<file path="src/rtl/hyperram_byte_arb_pkg.sv">
// Shared HyperRAM front-end definitions: FSM encoding, byte-lane constants and
// the byte-address to word-bus mapping helpers (also used by the DMA engine).
package hyperram_pkg;

   typedef enum logic {
      ST_IDLE = 1'b0,
      ST_WAIT = 1'b1
   } state_t;

   // Lane index within the 16-bit word; the even byte lives in the upper half.
   localparam logic LANE_EVEN = 1'b1;
   localparam logic LANE_ODD  = 1'b0;

   // Controller word address for a zero-extended word index.
   function automatic logic [31:0] word_addr(input logic [31:0] base,
                                             input logic [31:0] word_idx);
      return base + word_idx;
   endfunction

   // Lane selected by the byte address LSB.
   function automatic logic lane_of(input logic addr_lsb);
      return addr_lsb ? LANE_ODD : LANE_EVEN;
   endfunction

   // Byte held in the given lane of a word.
   function automatic logic [7:0] lane_byte(input logic [15:0] word,
                                            input logic        lane);
      return (lane == LANE_EVEN) ? word[15:8] : word[7:0];
   endfunction

   // Word with one lane replaced by a new byte, other lane kept.
   function automatic logic [15:0] merge_lane(input logic [15:0] word,
                                              input logic        lane,
                                              input logic [7:0]  data);
      return (lane == LANE_EVEN) ? {data, word[7:0]} : {word[15:8], data};
   endfunction

   // Byte-lane write strobe, 1 = lane written.
   function automatic logic [1:0] lane_strobe(input logic lane);
      return (lane == LANE_EVEN) ? 2'b10 : 2'b01;
   endfunction

endpackage

</file>
<file path="src/rtl/hyperram_byte_arb_rr_arb2.sv">
// Two-way round-robin arbiter. Grant is combinational and only offered while
// enabled; the last granted port is remembered on every accept so that the
// other port wins the next contested cycle. Port 0 wins first after reset.
module rr_arb2 (
   input  logic       clk,
   input  logic       reset,
   input  logic       i_en,
   input  logic [1:0] i_valid,
   output logic [1:0] o_grant
);

   logic       r_last;
   logic [1:0] w_grant;

   // One-hot grant: a lone requester wins, a tie goes to the port not served last.
   always_comb begin
      w_grant = 2'b00;
      if (i_en) begin
         case (i_valid)
            2'b01:   w_grant = 2'b01;
            2'b10:   w_grant = 2'b10;
            2'b11:   w_grant = r_last ? 2'b01 : 2'b10;
            default: w_grant = 2'b00;
         endcase
      end else begin
         w_grant = 2'b00;
      end
   end

   // Remember which port was accepted; a grant is always an accept.
   always_ff @(posedge clk) begin
      if (reset) begin
         r_last <= 1'b1;
      end else if (|w_grant) begin
         r_last <= w_grant[1];
      end
   end

   assign o_grant = w_grant;

endmodule

</file>
<file path="src/rtl/hyperram_byte_arb.sv">
// HyperRAM upstream front end: arbitrates two byte clients onto the 16-bit
// req/ack toggle word bus, with posted lane-strobed writes and a one-word
// read buffer that answers repeat reads of the same word without a RAM access.
module hyperram_byte_arb
   import hyperram_pkg::*;
#(
   parameter int          ADDR_W    = 24,
   parameter logic [31:0] WORD_BASE = 32'h0,
   parameter bit          RDBUF_EN  = 1'b1
) (
   input  logic              clk,
   input  logic              reset,
   input  logic              p0_valid,
   output logic              p0_ready,
   input  logic              p0_we,
   input  logic [ADDR_W-1:0] p0_addr,
   input  logic [7:0]        p0_wdata,
   output logic [7:0]        p0_rdata,
   output logic              p0_rvalid,
   input  logic              p1_valid,
   output logic              p1_ready,
   input  logic              p1_we,
   input  logic [ADDR_W-1:0] p1_addr,
   input  logic [7:0]        p1_wdata,
   output logic [7:0]        p1_rdata,
   output logic              p1_rvalid,
   output logic              hr_as,
   output logic              hr_we,
   output logic              hr_linear,
   output logic [31:0]       hr_a,
   output logic [15:0]       hr_d,
   output logic [1:0]        hr_ds,
   input  logic [15:0]       hr_q,
   output logic              hr_req,
   input  logic              hr_ack
);

   localparam int TAG_W = ADDR_W - 1;

   state_t            r_state, w_state_nxt;
   logic [1:0]        w_gnt;
   logic              w_sel, w_acc, w_we, w_lane, w_rd_hit, w_issue, w_ack_match, w_done_rd;
   logic [ADDR_W-1:0] w_addr;
   logic [7:0]        w_wdata;
   logic [TAG_W-1:0]  w_tag;
   logic              r_req, r_hr_we, r_port, r_lane, r_is_rd;
   logic [31:0]       r_hr_a;
   logic [15:0]       r_hr_d;
   logic [1:0]        r_hr_ds;
   logic [TAG_W-1:0]  r_pend_tag;
   logic              r_buf_valid;
   logic [TAG_W-1:0]  r_buf_tag;
   logic [15:0]       r_buf_data;
   logic              w_rsp_fire, w_rsp_port;
   logic [7:0]        w_rsp_byte;
   logic [7:0]        r_p0_rdata, r_p1_rdata;
   logic              r_p0_rvalid, r_p1_rvalid;

   rr_arb2 u_arb (
      .clk     (clk),
      .reset   (reset),
      .i_en    (r_state == ST_IDLE),
      .i_valid ({p1_valid, p0_valid}),
      .o_grant (w_gnt)
   );

   // Select the winning client's request and classify it as hit or RAM access.
   always_comb begin
      w_sel = w_gnt[1];
      w_acc = |w_gnt;
      if (w_sel) begin
         w_we    = p1_we;
         w_addr  = p1_addr;
         w_wdata = p1_wdata;
      end else begin
         w_we    = p0_we;
         w_addr  = p0_addr;
         w_wdata = p0_wdata;
      end
      w_tag       = w_addr[ADDR_W-1:1];
      w_lane      = lane_of(w_addr[0]);
      w_rd_hit    = RDBUF_EN && r_buf_valid && (r_buf_tag == w_tag) && !w_we;
      w_issue     = w_acc && !w_rd_hit;
      w_ack_match = (hr_ack == r_req);
      w_done_rd   = (r_state == ST_WAIT) && w_ack_match && r_is_rd;
   end

   // Next state: a RAM access parks in WAIT until the ack toggle catches up.
   always_comb begin
      w_state_nxt = r_state;
      case (r_state)
         ST_IDLE: begin
            if (w_issue) w_state_nxt = ST_WAIT;
            else         w_state_nxt = ST_IDLE;
         end
         ST_WAIT: begin
            if (w_ack_match) w_state_nxt = ST_IDLE;
            else             w_state_nxt = ST_WAIT;
         end
         default: w_state_nxt = ST_IDLE;
      endcase
   end

   // State register.
   always_ff @(posedge clk) begin
      if (reset) r_state <= ST_IDLE;
      else       r_state <= w_state_nxt;
   end

   // Launch a RAM access: register the word-bus request and toggle req.
   always_ff @(posedge clk) begin
      if (reset) begin
         r_req      <= 1'b0;
         r_hr_we    <= 1'b0;
         r_hr_a     <= 32'h0;
         r_hr_d     <= 16'h0;
         r_hr_ds    <= 2'b00;
         r_port     <= 1'b0;
         r_lane     <= 1'b0;
         r_is_rd    <= 1'b0;
         r_pend_tag <= '0;
      end else if (w_issue) begin
         r_req      <= ~r_req;
         r_hr_we    <= w_we;
         r_hr_a     <= word_addr(WORD_BASE, 32'(w_tag));
         r_hr_d     <= w_we ? merge_lane(16'h0, w_lane, w_wdata) : 16'h0;
         r_hr_ds    <= w_we ? lane_strobe(w_lane) : 2'b00;
         r_port     <= w_sel;
         r_lane     <= w_lane;
         r_is_rd    <= !w_we;
         r_pend_tag <= w_tag;
      end
   end

   // Read buffer: patched by writes to the buffered word, refilled by read misses.
   always_ff @(posedge clk) begin
      if (reset) begin
         r_buf_valid <= 1'b0;
         r_buf_tag   <= '0;
         r_buf_data  <= 16'h0;
      end else if (w_acc && w_we && r_buf_valid && (r_buf_tag == w_tag)) begin
         r_buf_data <= merge_lane(r_buf_data, w_lane, w_wdata);
      end else if (w_done_rd && RDBUF_EN) begin
         r_buf_valid <= 1'b1;
         r_buf_tag   <= r_pend_tag;
         r_buf_data  <= hr_q;
      end
   end

   // Pick the read response: buffer hit at accept, or RAM data at ack.
   always_comb begin
      w_rsp_fire = 1'b0;
      w_rsp_port = 1'b0;
      w_rsp_byte = 8'h00;
      if (w_acc && w_rd_hit) begin
         w_rsp_fire = 1'b1;
         w_rsp_port = w_sel;
         w_rsp_byte = lane_byte(r_buf_data, w_lane);
      end else if (w_done_rd) begin
         w_rsp_fire = 1'b1;
         w_rsp_port = r_port;
         w_rsp_byte = lane_byte(hr_q, r_lane);
      end else begin
         w_rsp_fire = 1'b0;
      end
   end

   // Deliver read data only to the requesting port; rdata holds until its next read.
   always_ff @(posedge clk) begin
      if (reset) begin
         r_p0_rdata  <= 8'h00;
         r_p1_rdata  <= 8'h00;
         r_p0_rvalid <= 1'b0;
         r_p1_rvalid <= 1'b0;
      end else begin
         r_p0_rvalid <= w_rsp_fire && !w_rsp_port;
         r_p1_rvalid <= w_rsp_fire &&  w_rsp_port;
         if (w_rsp_fire && !w_rsp_port) r_p0_rdata <= w_rsp_byte;
         if (w_rsp_fire &&  w_rsp_port) r_p1_rdata <= w_rsp_byte;
      end
   end

   assign p0_ready  = w_gnt[0];
   assign p1_ready  = w_gnt[1];
   assign p0_rdata  = r_p0_rdata;
   assign p1_rdata  = r_p1_rdata;
   assign p0_rvalid = r_p0_rvalid;
   assign p1_rvalid = r_p1_rvalid;
   assign hr_as     = 1'b0;
   assign hr_linear = 1'b0;
   assign hr_we     = r_hr_we;
   assign hr_a      = r_hr_a;
   assign hr_d      = r_hr_d;
   assign hr_ds     = r_hr_ds;
   assign hr_req    = r_req;

endmodule

</file>
<file path="config.mk">
export PLATFORM = sky130hd
export DESIGN_NAME = hyperram_byte_arb
export DESIGN_NICKNAME = d
export VERILOG_FILES = /design/src/rtl/hyperram_byte_arb_pkg.sv /design/src/rtl/hyperram_byte_arb_rr_arb2.sv /design/src/rtl/hyperram_byte_arb.sv
export SDC_FILE = /design/constraint.sdc
export NUM_CORES = 1
export LEC_CHECK = 0
export CORE_UTILIZATION = 47
export CTS_CLUSTER_DIAMETER = 60
export CTS_CLUSTER_SIZE = 12
export DETAILED_ROUTE_END_ITERATION = 6
export GPL_TIMING_DRIVEN = 1
export PLACE_DENSITY_LB_ADDON = 0.3
export SYNTH_ARGS = -nofsm -noshare
export SYNTH_HDL_FRONTEND = slang
export SYNTH_HIERARCHICAL = 1
export SYNTH_SLANG_ARGS = --single-unit
</file>
<file path="constraint.sdc">
create_clock -name clk -period 3.3 [get_ports clk]
set_input_delay 0.33 -clock clk [delete_from_list [all_inputs] [get_ports clk]]
set_output_delay 0.33 -clock clk [all_outputs]
set_load 0.005 [all_outputs]
</file>
==> reports/results.tsv <==
stage	metric	value	unit
critical_path	CP Max Fanout	8	
detailed_routing	# DRC	0	
min_path	HP Class	reg2reg	
pwr	maximum VDD drop	0.000229	V
detailed_routing	average routed wire per standard cell	16.5	um
yosys	area leader, netlist	dfxtp_1	
timing	final worst path period need	3280	ps
floorplan	width of the chip	106	um
pwr	logic gate share of total power	0.264	
global_route	number of global-route vias before repair	4752	
timing	pins over their slew limit	0	
yosys	sequential element share of the synthesized area	0.420	
cts	H-Tree Level Count	3	
timing	period utilization	0.995	
critical_path	Crit path required time	3570	ps
floorplan	die area	0.0112	mm2
detailed_routing	met2 WL	7.09	mm
detailed_routing	highest routed layer	met4	
critical_path	WP data arrival	3550	ps
yosys	dominant synthesized flop cell	dfxtp_1	
detailed_routing	drt first pass iters	5	
critical_path	CP Capture Type	flop	
global_route	GRT overflow	0	
cts	Root Buffer	clkbuf_8	
yosys	synthesized cell area	0.00505	mm2
yosys	synth top area cells	dfxtp_1, mux2i_1, a21oi_1	
timing	Setup-failing EPs final	0	
timing	skew final	13.5	ps
detailed_routing	Final ANT Viol Nets	0	
pwr	Sequential Power Share	0.452	
yosys	library cells used by synthesis	42	
detailed_routing	Initial DRC Count	287	
cts	clk sink count	106	
pwr	clock share of power	0.284	
place	gpl congestion	0.862	
cells_and_area	Final nets	825	
yosys	Synth Register Bits	106	
cts	Clock transition at path regs	100	ps
place	PortBufs	149	
timing	Least-Margin Pin Slew	1120	ps
place	Post-DP HPWL	10.1	mm
cells_and_area	most common cell after layout, fill and taps aside	clkdlybuf4s50_1	
timing	max frequency	305	MHz
cells_and_area	synth-to-layout area growth	46.5	%
critical_path	crit start category	flop	
yosys	Synth warnings	6	
yosys	Synth Area per Inst	8.85	um2
global_route	initial antenna violation count	0	
detailed_routing	final wirelength	14.5	mm
yosys	Post-synth ARST share	0	
cts	Max Buffers Root-to-Sink	2	
cells_and_area	Diodes inserted	0	
timing	Slew HR	0.256	
pwr	Tot Pwr	3.15	mW
global_route	Total GRT Usage	0.254	
cells_and_area	share of layout cells above drive strength 1	0.172	
cts	TritonCTS Buffers	9	
cts	CTS tree	built	
cts	# hold bufs at CTS	0	
global_route	first-pass GRT wire length	22.8	mm
cts	clk_lat worst skew	380	ps
pwr	Cell Pwr Density	425	mW/mm2
pwr	P_int	2.25	mW
floorplan	# rows	37	
floorplan	Initial Util	0.487	
detailed_routing	M1 WL	6.34	mm
detailed_routing	metal3 WL	778	um
pwr	leakage	2.72	nW
timing	Final Hold Fails	0	
yosys	cell count after synthesis	571	
detailed_routing	via count	4851	
cells_and_area	commonest non-fill, non-tap cells in the layout	clkdlybuf4s50_1, dfxtp_1, nand2_1	
floorplan	core footprint	0.0104	mm2
yosys	Post-synth EDFFs	0	
yosys	Yosys top cell area share	0.420	
floorplan	I/O pin total	161	
detailed_routing	vias per cell	5.52	
floorplan	Chip Height	106	um
pwr	switching share of power	0.285	
pwr	P_sw	0.897	mW
run_status	outcome	finished, final reports clean	
cells_and_area	Finished Layout Cells	879	
place	Placed Cells	857	
flow_run	max-cap viol count	0	
critical_path	critical path class	reg2reg	
global_route	largest net degree at the start of global routing	116	
-- cells by family (layout without fill, tap and decap cells) --
family          count (synthesis)  count (layout)  share of synthesized area
other cells                     1              11                   0.000742
simple gates                  159             159                      0.146
buf+inv                        72             234                     0.0691
mux                            58              58                      0.121
flops                         106             106                      0.420
xor+xnor                       25              25                     0.0433
compound gates                150             150                      0.199
-- Yosys cell counts, types with 12 or more instances --
library cell / number
nand2_1: 63
a211oi_1: 31
nor2_1: 52
a21oi_1: 59
xnor2_1: 18
dfxtp_1: 106
a22oi_1: 16
clkbuf_1: 33
inv_1: 18
mux2i_1: 38
o22ai_1: 16
mux2_2: 17
buf_4: 12
-- power by group through the flow --
stage | Combinational (mW) | Sequential [mW] | Clock, mW
detailed placement | 0.752 | 1.45 | 0
floorplan | 0.378 | 1.44 | 0
global placement | 0.735 | 1.44 | 0
global route | 0.894 | 1.43 | 0.960
finish | 0.831 | 1.42 | 0.894
CTS | 0.759 | 1.42 | 0.907
-- registers in the layout, indices dropped and copies added (netlist names) --
name          count
hr_a             23
r_buf_tag        23
hr_d             16
r_buf_data       16
p0_rdata          8
p1_rdata          8
hr_ds             2
hr_req            1
hr_we             1
p0_rvalid         1
p1_rvalid         1
r_buf_valid       1
r_is_rd           1
r_lane            1
r_port            1
r_state           1
u_arb/r_last      1
-- worst paths after layout --
check                           startpoint       endpoint  slack, ps  depth (start not counted)
worst max register to register     r_state  r_buf_data[6]         20                         15
worst min register to register     r_is_rd        r_is_rd        470                          2
worst max-delay path               r_state  r_buf_data[6]         20                         15
worst min-delay path               r_is_rd        r_is_rd        470                          2
-- stage by stage --
step / utilization / worst slack, ps / hold WS, ps / cell area (um2) / TNS (ps)
after global routing: 0.714 / -124 / 486 / 7400 / -3290
after CTS: 0.689 / 63.2 / 468 / 7150 / 0
after global placement: 0.668 / -166 / 442 / 6920 / -5170
after detailed placement: 0.668 / -240 / 447 / 6920 / -9220
after floorplan: - / 114 / 432 / 5090 / 0
final: 0.714 / 17.4 / 466 / 7400 / 0
-- final cells by class --
cell class                 count  area (um2)
clock buffer                   9         124
inverter                      18        67.6
tap                          136         170
clock inverter                 7         101
sequential                   106        2120
timing repair buffer         200        2000
multi-input combinational    403        2820
fill                         780        2970
-- critical path, cell delays in order, from the launching register on --
cell and delay (ps):
dfxtp_1 340, inv_2 100, nand2_1 90, a21oi_4 190
buf_4 150, clkbuf_16 150, mux2i_1 340, xnor2_1 140
nor4_2 400, nand4_2 190, buf_6 180, o31ai_4 260
buf_4 160, o41ai_2 50, buf_4 170, o221a_2 250
-- metal layers --
metal	vias to the layer above	global-route usage
met3	26	0.0402
met1	2302	0.327
met5	-	0
met2	182	0.429
met4	0	0.0893
li1	2341	-
-- what timing repair did --
item | in CTS | in global routing
setup buffers | 0 | 4
endpoints found under the hold margin | 0 | 0
endpoints found under the setup margin | 0 | 57
resized for setup | 0 | 31
Power figures use the tool's default switching activity.
